$ cat config.mk
export PLATFORM = sky130hd
export DESIGN_NAME = iref_seq_flat
export DESIGN_NICKNAME = d
export VERILOG_FILES = /design/src/rtl/iref_pkg.sv /design/src/rtl/iref_seq_if.sv /design/src/rtl/iref_bus_wr.sv /design/src/rtl/iref_seq.sv /design/src/flat_wrapper.sv
export SDC_FILE = /design/constraint.sdc
export NUM_CORES = 1
export LEC_CHECK = 0
export BUFFER_PORTS_ARGS = -buffer_cell sky130_fd_sc_hd__buf_2
export CAP_MARGIN = 20
export CORE_MARGIN = 4
export CORE_UTILIZATION = 40
export CTS_BUF_LIST = sky130_fd_sc_hd__clkbuf_16
export CTS_CLUSTER_DIAMETER = 30
export DETAILED_ROUTE_END_ITERATION = 12
export PLACE_DENSITY = 0.66
export SYNTH_ARGS = -nofsm -noshare
export SYNTH_HDL_FRONTEND = slang
export SYNTH_SLANG_ARGS = --single-unit
$ cat constraint.sdc
create_clock -name clk -period 3.07 [get_ports clk]
set_clock_uncertainty 0.2 [all_clocks]
set_input_delay 0.614 -clock clk [delete_from_list [all_inputs] [get_ports clk]]
set_output_delay 0.614 -clock clk [all_outputs]
set_load 0.005 [all_outputs]
$ cat src/rtl/iref_pkg.sv
// Shared constants and types for the IREF power sequencer: register addresses,
// write operations and the state encodings of the sequencer and bus writer.
package iref_pkg;

   localparam int unsigned IREF_PD     = 0;
   localparam int unsigned IREF_CHARGE = 1;

   typedef enum logic [1:0] {
      PD_ON,
      CHG_HI,
      CHG_LO,
      PD_OFF
   } op_e;

   typedef enum logic [1:0] {
      SEQ_IDLE,
      SEQ_WRITE,
      SEQ_CHARGE,
      SEQ_ON
   } seq_state_e;

   typedef enum logic [1:0] {
      WR_IDLE,
      WR_ISSUE,
      WR_GAP
   } wr_state_e;

   function automatic int unsigned op_addr(op_e op);
      return (op == PD_ON || op == PD_OFF) ? IREF_PD : IREF_CHARGE;
   endfunction

   function automatic logic op_bit(op_e op);
      return (op == CHG_HI || op == PD_OFF);
   endfunction

endpackage

$ cat src/rtl/iref_seq_if.sv
// Native IREF CPU-side write interface; the sequencer is the master.
interface iref_seq_if #(
   parameter int unsigned IREF_ADDR_W = 1,
   parameter int unsigned DATA_W      = 32
);

   logic                   m_valid;
   logic [IREF_ADDR_W-1:0] m_address;
   logic [DATA_W-1:0]      m_wdata;
   logic                   m_wstrb;
   logic                   m_ready;

   modport master (
      output m_valid,
      output m_address,
      output m_wdata,
      output m_wstrb,
      input  m_ready
   );

   modport slave (
      input  m_valid,
      input  m_address,
      input  m_wdata,
      input  m_wstrb,
      output m_ready
   );

endinterface

$ cat src/rtl/iref_bus_wr.sv
// Single-write initiator: holds a request until acknowledged or timed out, then
// waits for ready to fall so a stale acknowledge never completes the next write.
module iref_bus_wr
   import iref_pkg::*;
#(
   parameter int unsigned IREF_ADDR_W    = 1,
   parameter int unsigned DATA_W         = 32,
   parameter int unsigned TIMEOUT_CYCLES = 16
) (
   input  logic                   clk,
   input  logic                   rst_n,
   input  logic                   go,
   input  logic [IREF_ADDR_W-1:0] addr,
   input  logic                   wbit,
   output logic                   ack,
   output logic                   timeout,
   iref_seq_if.master             bus
);

   localparam int unsigned TW = $clog2(TIMEOUT_CYCLES + 1);

   wr_state_e              state_q, state_d;
   logic [TW-1:0]          cnt_q, cnt_d;
   logic [IREF_ADDR_W-1:0] addr_q, addr_d;
   logic                   bit_q, bit_d;
   logic                   launch;

   // ack/timeout are pure decodes so the sequencer can chain the next write
   // into the same cycle without a combinational loop through go.
   assign ack     = (state_q == WR_GAP) && !bus.m_ready;
   assign timeout = (state_q == WR_ISSUE) && !bus.m_ready &&
                    (cnt_q == TW'(TIMEOUT_CYCLES - 1));
   assign launch  = go && ((state_q == WR_IDLE) || ack);

   always_comb begin
      state_d = state_q;
      cnt_d   = cnt_q;
      addr_d  = addr_q;
      bit_d   = bit_q;
      case (state_q)
         WR_ISSUE: begin
            if (bus.m_ready)  state_d = WR_GAP;
            else if (timeout) state_d = WR_IDLE;
            else              cnt_d   = cnt_q + 1'b1;
         end
         WR_GAP: begin
            if (ack) state_d = WR_IDLE;
         end
         default: state_d = WR_IDLE;
      endcase
      if (launch) begin
         state_d = WR_ISSUE;
         cnt_d   = '0;
         addr_d  = addr;
         bit_d   = wbit;
      end
   end

   always_ff @(posedge clk or negedge rst_n) begin
      if (!rst_n) begin
         state_q <= WR_IDLE;
         cnt_q   <= '0;
         addr_q  <= '0;
         bit_q   <= 1'b0;
      end else begin
         state_q <= state_d;
         cnt_q   <= cnt_d;
         addr_q  <= addr_d;
         bit_q   <= bit_d;
      end
   end

   assign bus.m_valid   = (state_q == WR_ISSUE);
   assign bus.m_wstrb   = (state_q == WR_ISSUE);
   assign bus.m_address = addr_q;
   assign bus.m_wdata   = {{(DATA_W - 1){1'b0}}, bit_q};

endmodule

$ cat src/rtl/iref_seq.sv
// IREF power sequencer: orders PD/charge writes, times the charge pulse and
// handles power-down requests that arrive mid-sequence.
module iref_seq
   import iref_pkg::*;
#(
   parameter int unsigned IREF_ADDR_W    = 1,
   parameter int unsigned DATA_W         = 32,
   parameter int unsigned CHARGE_CYCLES  = 1000,
   parameter int unsigned TIMEOUT_CYCLES = 16
) (
   input  logic       clk,
   input  logic       rst_n,
   input  logic       start,
   input  logic       stop,
   output logic       busy,
   output logic       on,
   output logic       done,
   output logic       err,
   iref_seq_if.master bus
);

   localparam int unsigned CW = (CHARGE_CYCLES > 1) ? $clog2(CHARGE_CYCLES) : 1;

   seq_state_e state_q, state_d;
   op_e        op_q, op_d;
   logic       busy_q, busy_d, on_q, on_d, done_q, done_d, err_q, err_d;
   logic       pend_q, pend_d;
   logic [CW-1:0] cnt_q, cnt_d;
   logic       go, wr_ack, wr_timeout, stop_now;

   assign stop_now = pend_q || stop;

   always_comb begin
      state_d = state_q;
      op_d    = op_q;
      busy_d  = busy_q;
      on_d    = on_q;
      done_d  = 1'b0;
      err_d   = err_q;
      pend_d  = pend_q;
      cnt_d   = cnt_q;
      go      = 1'b0;
      case (state_q)
         SEQ_IDLE, SEQ_ON: begin
            if (stop) begin
               err_d = 1'b0; on_d = 1'b0; busy_d = 1'b1;
               op_d = PD_OFF; go = 1'b1; state_d = SEQ_WRITE;
            end else if (start && state_q == SEQ_IDLE) begin
               err_d = 1'b0; busy_d = 1'b1;
               op_d = PD_ON; go = 1'b1; state_d = SEQ_WRITE;
            end
         end
         SEQ_WRITE: begin
            if (stop) pend_d = 1'b1;
            if (wr_timeout) begin
               err_d = 1'b1; busy_d = 1'b0; on_d = 1'b0; pend_d = 1'b0;
               state_d = SEQ_IDLE;
            end else if (wr_ack) begin
               // A pending stop keeps pend set through CHG_LO so PD_OFF follows.
               case (op_q)
                  PD_ON: begin
                     go = 1'b1;
                     op_d = stop_now ? PD_OFF : CHG_HI;
                     if (stop_now) pend_d = 1'b0;
                  end
                  CHG_HI: begin
                     if (stop_now) begin
                        go = 1'b1; op_d = CHG_LO;
                     end else begin
                        cnt_d = '0; state_d = SEQ_CHARGE;
                     end
                  end
                  CHG_LO: begin
                     if (stop_now) begin
                        go = 1'b1; op_d = PD_OFF; pend_d = 1'b0;
                     end else begin
                        on_d = 1'b1; done_d = 1'b1; busy_d = 1'b0;
                        state_d = SEQ_ON;
                     end
                  end
                  default: begin
                     done_d = 1'b1; busy_d = 1'b0; pend_d = 1'b0;
                     state_d = SEQ_IDLE;
                  end
               endcase
            end
         end
         default: begin
            if (stop) pend_d = 1'b1;
            if (stop_now || cnt_q == CW'(CHARGE_CYCLES - 1)) begin
               go = 1'b1; op_d = CHG_LO; state_d = SEQ_WRITE;
            end else begin
               cnt_d = cnt_q + 1'b1;
            end
         end
      endcase
   end

   always_ff @(posedge clk or negedge rst_n) begin
      if (!rst_n) begin
         state_q <= SEQ_IDLE;
         op_q    <= PD_ON;
         busy_q  <= 1'b0;
         on_q    <= 1'b0;
         done_q  <= 1'b0;
         err_q   <= 1'b0;
         pend_q  <= 1'b0;
         cnt_q   <= '0;
      end else begin
         state_q <= state_d;
         op_q    <= op_d;
         busy_q  <= busy_d;
         on_q    <= on_d;
         done_q  <= done_d;
         err_q   <= err_d;
         pend_q  <= pend_d;
         cnt_q   <= cnt_d;
      end
   end

   iref_bus_wr #(
      .IREF_ADDR_W    (IREF_ADDR_W),
      .DATA_W         (DATA_W),
      .TIMEOUT_CYCLES (TIMEOUT_CYCLES)
   ) u_wr (
      .clk     (clk),
      .rst_n   (rst_n),
      .go      (go),
      .addr    (IREF_ADDR_W'(op_addr(op_d))),
      .wbit    (op_bit(op_d)),
      .ack     (wr_ack),
      .timeout (wr_timeout),
      .bus     (bus)
   );

   assign busy = busy_q;
   assign on   = on_q;
   assign done = done_q;
   assign err  = err_q;

endmodule

$ cat src/flat_wrapper.sv
// flat-port wrapper written by rule: the top's interface ports become plain ports
module iref_seq_flat import iref_pkg::*;
#(
   parameter int unsigned IREF_ADDR_W    = 1,
   parameter int unsigned DATA_W         = 32,
   parameter int unsigned CHARGE_CYCLES  = 1000,
   parameter int unsigned TIMEOUT_CYCLES = 16
)
  (clk, rst_n, start, stop, busy, on, done, err, bus_m_valid, bus_m_address, bus_m_wdata, bus_m_wstrb, bus_m_ready);
  iref_seq_if #(.IREF_ADDR_W(IREF_ADDR_W), .DATA_W(DATA_W)) bus_i ();
  input  logic clk;
  input  logic rst_n;
  input  logic start;
  input  logic stop;
  output logic busy;
  output logic on;
  output logic done;
  output logic err;
  output wire logic [$bits(bus_i.m_valid)-1:0] bus_m_valid;
  output wire logic [$bits(bus_i.m_address)-1:0] bus_m_address;
  output wire logic [$bits(bus_i.m_wdata)-1:0] bus_m_wdata;
  output wire logic [$bits(bus_i.m_wstrb)-1:0] bus_m_wstrb;
  input wire logic [$bits(bus_i.m_ready)-1:0] bus_m_ready;
  assign bus_m_valid = bus_i.m_valid;
  assign bus_m_address = bus_i.m_address;
  assign bus_m_wdata = bus_i.m_wdata;
  assign bus_m_wstrb = bus_i.m_wstrb;
  assign bus_i.m_ready = bus_m_ready;
  iref_seq #(.IREF_ADDR_W(IREF_ADDR_W), .DATA_W(DATA_W), .CHARGE_CYCLES(CHARGE_CYCLES), .TIMEOUT_CYCLES(TIMEOUT_CYCLES)) u_core (.clk(clk), .rst_n(rst_n), .start(start), .stop(stop), .busy(busy), .on(on), .done(done), .err(err), .bus(bus_i));
endmodule
Word-level counts from Yosys, hierarchy flattened
Cells that the tools add are included.
Widths: inputs -> output; s select.
{"block": "totals", "ff_bits": 28, "in_bits": 5, "output_inout_bits": 39, "wordCells": 144}
{"block": "classes", "addsub": 2, "eq_ne": 29, "n_mux": 71, "bitwise_logic": 1, "n_reduce_logical": 29}
{"cell": "$mux 10", "count": 5}
{"cell": "$mux 2", "count": 19}
{"cell": "$mux 1", "count": 28}
{"cell": "$mux 5", "count": 4}
{"cell": "$pmux 10 s2", "count": 1}
{"cell": "$ne 3x3->1 const B", "count": 6}
{"cell": "$pmux 1 s2", "count": 9}
{"cell": "$ne 2x2->1 const B", "count": 7}
{"cell": "$pmux 2 s2", "count": 3}
{"cell": "$pmux 2 s3", "count": 2}
{"cell": "$reduce_and 6->1", "count": 2}
{"cell": "$add 10x1->10 const B", "count": 1}
{"cell": "$eq 10x10->1 const B", "count": 1}
{"cell": "$reduce_and 5->1", "count": 2}
{"cell": "$eq 2x1->1 const B", "count": 4}
{"cell": "$eq 2x2->1 const B", "count": 4}
{"cell": "$logic_not 2->1", "count": 4}
{"cell": "$ne 4x4->1 const B", "count": 2}
{"cell": "$reduce_or 2->1", "count": 4}
{"cell": "$reduce_and 3->1", "count": 2}
{"cell": "$add 5x1->5 const B", "count": 1}
{"cell": "$eq 5x4->1 const B", "count": 1}
{"cell": "$logic_and 1x1->1", "count": 5}
{"cell": "$logic_or 1x1->1", "count": 5}
{"cell": "other kinds (8)", "count": 10}

Depth between registers and ports, before layout
Gate-level depths: netlist of run 1.
{"block": "logic_depth", "depth_word": 9, "depth_mapped": 11, "depth_no_buf": 11}

By module
A second synthesis of run 1 with hierarchy kept.
{"block": "unflattened", "cells_unflattened": 220, "hier_area_um2": 2005.7}
{"module": "iref_seq", "instances": 1, "cells_each": 146, "area_each_um2": 1311.3, "seq_area_each_um2": 475.5}
{"module": "iref_bus_wr", "instances": 1, "cells_each": 74, "area_each_um2": 694.4, "seq_area_each_um2": 225.2}

Worst setup path before layout of run 1
Ideal clock, no wire load.
{"block": "synth_timing", "path_kind": "reg2reg", "start": "register u_core.u_wr.cnt_q[0]", "end": "register u_core.u_wr.addr_q, in the netlist u_core.u_wr.bus.m_address", "arrival_ns": 2.462, "required_ns": 2.745, "path_slack_ns": 0.283, "path_stages_with_launch": 11, "path_cell_list": "dfrtp_1 ha_1 and3_1 ha_1 nand4bb_1 nand2_1 a311o_1 a22o_1 a21bo_2 ha_1 mux2_4"}
{"block": "synth_between", "elab_chain_len": 7, "word_cells_on_any_way": 11, "cone_classes": "2 x eq/ne; 5 x mux; 4 x reduce/logical"}
{"element": "start: declaration", "line": "iref_bus_wr.sv:23", "source": "logic [TW-1:0] cnt_q, cnt_d;"}
{"element": "start signal: assignment", "line": "iref_bus_wr.sv:67", "source": "cnt_q <= cnt_d;"}
{"element": "$eq 5x4->1 *", "line": "iref_bus_wr.sv:32", "source": "(cnt_q == TW'(TIMEOUT_CYCLES - 1));"}
{"element": "$logic_and 1x1->1 *", "line": "iref_bus_wr.sv:31", "source": "assign timeout = (state_q == WR_ISSUE) && !bus.m_ready &&"}
{"element": "$mux 2 *", "line": "iref_seq.sv:55", "source": "if (wr_timeout) begin"}
{"element": "$pmux 2 s2 *", "line": "iref_seq.sv:43", "source": "case (state_q)"}
{"element": "named net u_core.op_d[1]", "line": "iref_seq.sv:25", "source": "op_e op_q, op_d;"}
{"element": "$eq 2x2->1 or $logic_not 2->1 (tied branches)", "line": "iref_pkg.sv:29", "source": "return (op == PD_ON || op == PD_OFF) ? IREF_PD : IREF_CHARGE;"}
{"element": "$logic_or 1x1->1 *", "line": "iref_pkg.sv:29"}
{"element": "$mux 1 *", "line": "iref_pkg.sv:29"}
{"element": "named net u_core.u_wr.addr", "line": "iref_bus_wr.sv:13", "source": "input logic [IREF_ADDR_W-1:0] addr,"}
{"element": "end signal: assignment", "line": "iref_bus_wr.sv:68", "source": "addr_q <= addr_d;"}
{"element": "end: declaration", "line": "iref_bus_wr.sv:24", "source": "logic [IREF_ADDR_W-1:0] addr_q, addr_d;"}
Mark *: on every way through the listed nets, which the timed path passes. The rest lies on a longest branch.
A chain may end at the register's enable or synchronous reset.

Final worst setup path of run 1
Same ends and word-level chain as after synthesis.

==> flow_summary.ini, run 1 <==
[outcome]
status = finished, final reports clean

[power]
p_leak_nw = 1.01
powerDensity_mw_per_mm2 = 765
max-vdd-ir-drop_mv = 0.314

[job]
max_cap_violations = 0

[clock_network]
clock-sinks = 28
cts_resized = 0
clk_latency_ps = 260
h-tree-depth = 1
cts_tree = done
path_clk_slew_ps = 70
postCtsSetupRepairBufs = 0
cts_hold_buffers = 0
cts_max_path_buffers = 2
cts_buffers = 3
cts_root_buffer = clkbuf_16

[logic_synthesis]
synth_edf_count = 0
synth_top_area_share_pct = 34.9
synth_flop_cell = dfrtp_1
seq_area_frac_synth_pct = 34.9
yosys_register_bits = 28
yosysWarningCount = 0
ys_types = 53
synth_top_area_cell = dfrtp_1
synth_area_mm2 = 0.00201
synth_async_sr_flop_share_pct = 100
syn_area_per_cell_um2 = 9.39
synth_area_leaders = dfrtp_1 35%, buf_4 12%, ha_1 7.5%, a21oi_1 3.5%, nor2_1 3.2%
netlist_instances = 214

[timing]
finalHoldViolCount = 0
fmaxAchievable_ghz = 0.362
rsz0062_at_grt = false
finalCriticalPeriod_ps = 2760
tns_ps = 0
period_share_pct = 90.0
slew_headroom_pct = 57.5
worst_slew_pin_slew_ps = 637
setup_viol = 0
finalMaxSlewViolations = 0

[cells_and_area]
n_antenna_cell = 0
nets = 244
regArea_um2 = 701
final_core_util_pct = 44.5
syn2layout_area_growth_pct = 6.04
stdcell_count = 293
drive_gt1_share_pct = 15.0
n_fill_cell = 492
multi_input_area_mm2 = 0.00112

[grt]
grt_pass1_wl_um = 6690
antenna_found_initial = 0
grt_max_degree = 29
grt-ovfl-total = 0
grt_use_total_pct = 13.3
grt_pass1_vias = 1415

[floorplan]
io_pins = 44
die_w_um = 78.9
start_util_pct = 42.0
die_h_um = 78.9
coreArea_mm2 = 0.00479
die_area_mm2 = 0.00622
fp-row-count = 25

[routing]
vias = 1485
via_per_inst = 5.07
drtAntennaViolNets = 0
routedWlPerCell_um = 13.3
drc = 0
first_pass_iters = 4
wl_um = 3900
drt-initial-drc-count = 105

[setup_path]
crit_start = u_core.u_wr.cnt_q[0]$_DFFE_PN0P_
crit_type = reg -> reg
end_kind = flop
reg2reg_from = u_core.u_wr.cnt_q[0]$_DFFE_PN0P_
cp.required_ps = 3020
cp.arrival_ps = 2720
cp_max_fo = 4
startpoint_type = flop

[place]
place_congestion = 0.910
port_buffers = 12
dp_hpwl_um = 2930
dp_cells = 289

[worst_hold_path]
worstHoldPathType = in -> async
[cells in the final DEF, fill, tap and decap left out, drive strengths merged, types with 5 or more instances in the layout]
cell   count
o21ai     10
buf       16
xnor2      5
nand2     11
dfrtp     28
and3       5
inv        8
nor2      17
a21oi     14
ha        12
conb      31
[layer usage]
layer | GRT usage, % | part of all wire [%] | vias up
met5 | 0 | 0 | -
met4 | 5.15 | 1.5 | 0
met3 | 1.70 | 4.6 | 5
met2 | 20.6 | 46 | 40
met1 | 18.9 | 48 | 709
li1 | - | - | 731
[where the power goes]
group	switching [W]	total, W	internal (W)
combinational	0.000409	0.000722	0.000312
sequential	0.0000733	0.000519	0.000446
clock	0.000129	0.000389	0.000260
[synthesized netlist by cell type (all sizes together) (3+ instances only)]
cell type / instances
a211oi: 4
a21o: 4
a21oi: 14
a31oi: 4
a32o: 3
and3: 5
buf: 36
dfrtp: 28
ha: 12
inv: 8
nand2: 11
nand2b: 3
nand3: 4
nand4: 3
nor2: 17
nor3: 3
o2111ai: 3
o21ai: 10
or2: 3
xnor2: 5
[cell families after synthesis]
family | share of synthesized area [%]
and+or+nand+nor | 16.8
AOI/OAI and AO/OA | 20.4
buffers and inverters | 14.9
DFF | 34.9
adders and majority gates | 7.47
xor gates and xnor gates | 3.05
muxes | 2.30
other | 0.187
[final cells by class]
class                   instances  area share (%)
clock buffers                   3            3.52
clock inverters                 1            1.41
inverters                       8            1.41
multi-input cells             170            52.6
flip-flops and latches         28            32.9
well taps                      67            3.93
repair buffers                 16            4.23
[state kept, by name (all words and copies together), names as in the netlist]
| signal | cells |
|---|---|
| u_core.u_wr.state_q | 2 |
| u_core.pend_q | 1 |
| u_core.busy | 1 |
| u_core.state_q | 2 |
| u_core.u_wr.bit_q | 1 |
| u_core.u_wr.cnt_q | 5 |
| u_core.u_wr.bus.m_address | 1 |
| u_core.on | 1 |
| u_core.cnt_q | 10 |
| u_core.done | 1 |
| u_core.op_q | 2 |
| u_core.err | 1 |
[metrics by stage]
stage	total power, W	setup WS, ps	cell area [um^2]	hold WS [ps]
finish	0.00163	308	2130	165
global route	0.00175	193	2130	243
CTS	0.00164	291	2130	202
detailed placement	0.00124	322	2030	281
global placement	0.00123	370	2030	282
floorplan	0.00109	283	2120	118
[worst paths after layout]
check | end | slack, ps | depth (start not counted)
setup / recovery | u_core.u_wr.bus.m_address$_DFFE_PN0P_ | 310 | 10
hold / removal | u_core.u_wr.cnt_q[4]$_DFFE_PN0P_ | 170 | 1
setup reg to reg | u_core.u_wr.bus.m_address$_DFFE_PN0P_ | 310 | 10
hold reg to reg | u_core.busy$_DFFE_PN0P_ | 290 | 1
max in group asynchronous | u_core.on$_DFFE_PN0P_ | 2090 | 1
min in group clk | u_core.busy$_DFFE_PN0P_ | 290 | 1
[critical path, cell delays in order, from the launching register on]
cell and delay, ps:
dfrtp_1 410, ha_1 210, and3_1 180, ha_1 220, nand4bb_1 140, nand2_1 90
a311o_1 350, a22o_1 190, a21bo_2 200, ha_1 220, mux2_4 250
Power figures use the tool's default switching activity.
==> inputs of run 2 (changes only) <==
==> constraint.sdc (replaced) <==
create_clock -name clk -period 3.07 [get_ports clk]
set_clock_uncertainty 0.2 [all_clocks]
set_input_delay 0.307 -clock clk [delete_from_list [all_inputs] [get_ports clk]]
set_output_delay 0.307 -clock clk [all_outputs]
set_load 0.005 [all_outputs]
==> run 2 against run 1 <==
Net effect:
- setup slack improved by 11 ps
- critical path type unchanged
- largest power group unchanged
- die area unchanged
- cell count increased by 0.34%
- critical endpoint unchanged
- sequential power about the same
- wire length decreased by 2.8%
==> flow_summary.ini, run 2 (synthesized netlist as in run 1, its figures left out) <==
[timing]
tns_ps = 0
period_share_pct = 89.6
finalHoldViolCount = 0
finalMaxSlewViolations = 0
finalCriticalPeriod_ps = 2750
slew_headroom_pct = 58.6
setup_viol = 0
fmaxAchievable_ghz = 0.363
worst_slew_pin_slew_ps = 621
rsz0062_at_grt = false

[floorplan]
start_util_pct = 42.0
coreArea_mm2 = 0.00479
die_area_mm2 = 0.00622
fp-row-count = 25
die_h_um = 78.9
die_w_um = 78.9
io_pins = 44

[clock_network]
cts_buffers = 3
cts_tree = done
cts_root_buffer = clkbuf_16
path_clk_slew_ps = 70
h-tree-depth = 1
cts_max_path_buffers = 2
clk_latency_ps = 260
clock-sinks = 28

[grt]
antenna_found_initial = 0
grtUsageMet2_pct = 19.9
grt_pass1_wl_um = 6330
grt_max_degree = 29
grt-ovfl-total = 0
gr-usage-met3_pct = 1.36
busiest_layer = met2
grt_use_total_pct = 12.5
grt_pass1_vias = 1357
use_met1_pct = 17.2

[cells_and_area]
final_common_cell = conb_1
syn2layout_area_growth_pct = 5.23
stdcell_count = 294
final_cell_mix = 31 x conb_1, 28 x dfrtp_1, 17 x nor2_1, 14 x a21oi_1
drive_gt1_share_pct = 14.5
nets = 245
largest_reg_flops = 10
regMostFlops = u_core.cnt_q
n_antenna_cell = 0
reg_top3 = u_core.cnt_q (10), u_core.u_wr.cnt_q (5)

[worst_hold_path]
hp-start = bus_m_ready
worstHoldPathType = in -> reg
hold_end = u_core.u_wr.state_q[1]$_DFFE_PN0P_
min_path_cells = 2

[routing]
vias = 1500
via_per_inst = 5.10
wl_um = 3790
drc = 0
drtAntennaViolNets = 0
first_pass_iters = 4
routedWlPerCell_um = 12.9
drt-initial-drc-count = 133

[place]
dp_cells = 289
port_buffers = 12
dp_hpwl_um = 2830
place_congestion = 0.844

[setup_path]
cp_top_family = compound AO/OA/AOI/OAI gates
crit_type = reg -> reg
cp_max_fo = 4
reg2reg_from = u_core.u_wr.cnt_q[0]$_DFFE_PN0P_
cpMaxStageDelayCell = dfrtp_1
critPathMostFrequentCell = ha_1
cp_cell_sequence = ha_1, and3_1, ha_1, nand4bb_1, nand2_1, a311o_1, a22o_1, a21bo_2, ha_1, mux2_4
path_buf_inv = 0
r2r-end = u_core.u_wr.bus.m_address$_DFFE_PN0P_
r2r_slack_ps = 320
startpoint_type = flop
cp.arrival_ps = 2700
worstRegToRegCells = 10
end_kind = flop
cpPeakStageDelay_ps = 410
cp.required_ps = 3020

[outcome]
status = finished, final reports clean

[power]
max-vdd-ir-drop_mv = 0.272
powerDensity_mw_per_mm2 = 727
p_leak_nw = 0.999

[job]
max_cap_violations = 0
## run 2: changes by cell type in the layout (fill, tap and decap cells not counted), sizes merged
cell / change
bufinv: -1
dlygate4sd3: +1
clkinv: +1
## run 2: worst max path at each step
| stage | start | endpoint | slack [ps] | cells past startpoint |
|---|---|---|---|---|
| floorplan | u_core.u_wr.cnt_q[0]$_DFFE_PN0P_ | u_core.u_wr.bus.m_address$_DFFE_PN0P_ | 280 | 10 |
| global placement | u_core.u_wr.cnt_q[0]$_DFFE_PN0P_ | u_core.u_wr.bus.m_address$_DFFE_PN0P_ | 380 | 10 |
| detailed placement | u_core.u_wr.cnt_q[0]$_DFFE_PN0P_ | u_core.u_wr.bus.m_address$_DFFE_PN0P_ | 330 | 10 |
| CTS | u_core.u_wr.cnt_q[0]$_DFFE_PN0P_ | u_core.u_wr.bus.m_address$_DFFE_PN0P_ | 310 | 10 |
| global route | u_core.u_wr.cnt_q[0]$_DFFE_PN0P_ | u_core.u_wr.bus.m_address$_DFFE_PN0P_ | 180 | 10 |
| finish | u_core.u_wr.cnt_q[0]$_DFFE_PN0P_ | u_core.u_wr.bus.m_address$_DFFE_PN0P_ | 320 | 10 |
## run 2: timing repair
item,in CTS,in global routing
hold buffers,1,0
gates resized for setup,0,0
hold endpoints to repair,28,0
buffers inserted,0,0
## run 2: per-layer routing
metal  up-vias  routed length, um
li1        732                  -
met1       709               1790
met2        55               1700
met3         4                244
met4         0                 57
met5         -                  0
## run 2: power breakdown
group / switching [W] / internal [W] / total (W)
Clock: 0.000121 / 0.000175 / 0.000295
Combinational: 0.000410 / 0.000313 / 0.000723
Sequential: 0.0000741 / 0.000446 / 0.000520
## run 2: final cells by class
class / instances / area, um^2
fill: 482 / 2670
tap: 67 / 83.8
multi-input combinational: 170 / 1120
sequential: 28 / 701
inverter: 8 / 30.0
timing repair buffer: 17 / 100
clock inverter: 1 / 3.75
clock buffer: 3 / 75.1
## run 2: metrics by stage
stage                     total power, W  hold slack (ps)  util, %  worst slack [ps]  cell area (um^2)
after floorplan                  0.00109             -189        -               283              2120
after global placement           0.00123              166     42.3               385              2030
after detailed placement         0.00124              167     42.3               328              2030
after CTS                        0.00155              175     44.2               314              2110
after global routing             0.00166              177     44.2               176              2110
final                            0.00154              178     44.2               318              2110
==> inputs of run 3 (changes only) <==
--- a/config.mk
+++ b/config.mk
@@ -7,12 +7,11 @@
 export LEC_CHECK = 0
 export BUFFER_PORTS_ARGS = -buffer_cell sky130_fd_sc_hd__buf_2
 export CAP_MARGIN = 20
-export CORE_MARGIN = 4
 export CORE_UTILIZATION = 40
 export CTS_BUF_LIST = sky130_fd_sc_hd__clkbuf_16
 export CTS_CLUSTER_DIAMETER = 30
 export DETAILED_ROUTE_END_ITERATION = 12
-export PLACE_DENSITY = 0.66
+export PLACE_DENSITY_LB_ADDON = 0.2
 export SYNTH_ARGS = -nofsm -noshare
 export SYNTH_HDL_FRONTEND = slang
 export SYNTH_SLANG_ARGS = --single-unit
==> run 3 against run 2 <==
Net effect:
- utilization grew 0.55 points
- flip-flop and latch count is the same
- via count shrank 2.4%
- non-clock buffer count is the same
- wire length shrank 1.6%
- cell count is the same
- clock power grew 33%
- sequential share of layout area shrank 0.41 points
- fmax shrank 0.69%
- first-iteration DRC count grew 6.8%
- critical path depth is the same
- register-to-register slack lost 20 ps
==> flow_summary.ini, run 3 (synthesized netlist as in run 1, its figures left out) <==
[routing]
wl_met2_um = 1660
first_pass_iters = 4
met1_length_um = 1870
drc = 0
vias = 1464
dr.max_layer_used = met4
wl_met3_um = 133
via_per_inst = 4.98
wl_um = 3730
drt-initial-drc-count = 142
drtAntennaViolNets = 0
routedWlPerCell_um = 12.7

[timing]
finalWorstSetupSlack_ps = 299
rsz0062_at_grt = false
finalHoldViolCount = 0
slew_headroom_pct = 57.8
finalMaxSlewViolations = 0
tns_ps = 0
period_share_pct = 90.3
finalCriticalPeriod_ps = 2770
fmaxAchievable_ghz = 0.361
setup_viol = 0
worst_slew_pin_slew_ps = 633

[clock_network]
cts_resized = 0
h-tree-depth = 1
cts_buffers = 3
clk_latency_ps = 270
cts_root_buffer = clkbuf_16
path_clk_slew_ps = 70
clock-sinks = 28
cts_tree = done
cts_max_path_buffers = 2

[place]
placed_area_mm2 = 0.00203
dp_hpwl_um = 2790
dp_slack_ps = 327
place_congestion = 0.839
port_buffers = 12

[cells_and_area]
syn2layout_area_growth_pct = 6.54
n_antenna_cell = 0
reg_top3 = u_core.cnt_q (10), u_core.u_wr.cnt_q (5)
final_cell_mix = 31 x conb_1, 28 x dfrtp_1, 17 x nor2_1, 14 x a21oi_1
fin_area_mm2 = 0.00214
largest_reg_flops = 10
final_common_cell = conb_1
nets = 245
regMostFlops = u_core.cnt_q
n_fill_cell = 481
final_core_util_pct = 44.7
drive_gt1_share_pct = 15.0

[setup_path]
path_buf_inv = 0
cpMaxStageDelayCell = dfrtp_1
cp_cell_sequence = ha_1, and3_1, ha_1, nand4bb_1, nand2_1, a311o_1, a22o_1, a21bo_2, ha_1, mux2_4
cpPeakStageDelay_ps = 410
critPathMostFrequentCell = ha_1
cp.required_ps = 3030
worstRegToRegCells = 10
end_kind = flop
cp_top_family = compound AO/OA/AOI/OAI gates
crit_type = reg -> reg
startpoint_type = flop
cp.arrival_ps = 2730
cp_max_fo = 4
path_depth = 10

[outcome]
status = finished, final reports clean

[worst_hold_path]
min_path_cells = 2
worstHoldPathType = in -> reg

[floorplan]
start_util_pct = 42.0
coreArea_mm2 = 0.00479
die_w_um = 72.9
fp-row-count = 25
io_pins = 44
die_area_mm2 = 0.00531
die_h_um = 72.9

[power]
p_total_w = 0.00163
p_switching_w = 0.000608
powerDensity_mw_per_mm2 = 760
power_frac_seq_pct = 31.8
comb_power_share_pct = 44.0
p_int_w = 0.00102
p_leak_nw = 1.01
max-vdd-ir-drop_mv = 0.284
swShare_pct = 37.4
pwr-share-clk_pct = 24.1

[grt]
grt_pass1_vias = 1286
grt_pass1_wl_um = 6310
grt_use_total_pct = 15.6
grt-ovfl-total = 0
grt_max_degree = 29
antenna_found_initial = 0

[job]
max_cap_violations = 0
## run 3: worst register-to-register path: stages, from the launching register on
cell,delay [ps]
dfrtp_1,410
ha_1,210
and3_1,180
ha_1,220
nand4bb_1,150
nand2_1,90
a311o_1,340
a22o_1,190
a21bo_2,200
ha_1,220
mux2_4,260
## run 3: power by group through the flow
stage / combinational [W] / clock, W / sequential [W]
final: 0.000716 / 0.000393 / 0.000518
after global placement: 0.000713 / 0 / 0.000525
after CTS: 0.000717 / 0.000403 / 0.000518
after floorplan: 0.000584 / 0 / 0.000511
after global routing: 0.000813 / 0.000415 / 0.000528
after detailed placement: 0.000710 / 0 / 0.000525
## run 3: through the flow
step	hold slack, ps	instances
detailed placement	177	289
floorplan	-189	244
CTS	167	294
global placement	165	289
finish	173	294
global route	178	294
## run 3: final timing paths
path / from / to / slack, ps
max: u_core.u_wr.cnt_q[0]$_DFFE_PN0P_ / u_core.u_wr.bus.m_address$_DFFE_PN0P_ / 300
min: bus_m_ready / u_core.u_wr.state_q[1]$_DFFE_PN0P_ / 170
max reg2reg: u_core.u_wr.cnt_q[0]$_DFFE_PN0P_ / u_core.u_wr.bus.m_address$_DFFE_PN0P_ / 300
min reg2reg: u_core.busy$_DFFE_PN0P_ / u_core.busy$_DFFE_PN0P_ / 300
max in group asynchronous: rst_n / u_core.cnt_q[4]$_DFFE_PN0P_ / 1870
min in group asynchronous: rst_n / u_core.cnt_q[9]$_DFFE_PN0P_ / 390
## run 3: cell type report
| class | instances | area, um^2 | share of cell area, % |
|---|---|---|---|
| clock inverter | 1 | 30.0 | 1.40 |
| clock buffer | 3 | 75.1 | 3.51 |
| tap | 67 | 83.8 | 3.92 |
| timing repair buffer | 17 | 100 | 4.68 |
| inverter | 8 | 30.0 | 1.40 |
| sequential | 28 | 701 | 32.7 |
| multi-input combinational | 170 | 1120 | 52.4 |
## run 3: metal layers
layer  vias to the layer above  global-route usage [%]
met5                         -                       0
met4                         0                    5.88
met3                         5                    2.49
met2                        38                    24.2
met1                       688                    21.8
li1                        733                       -
## run 3: repair_timing
item | in CTS | in global routing
hold endpoints to repair | 28 | 0
hold buffers | 1 | 0
setup buffers | 0 | 0
endpoints found under the setup margin | 0 | 0
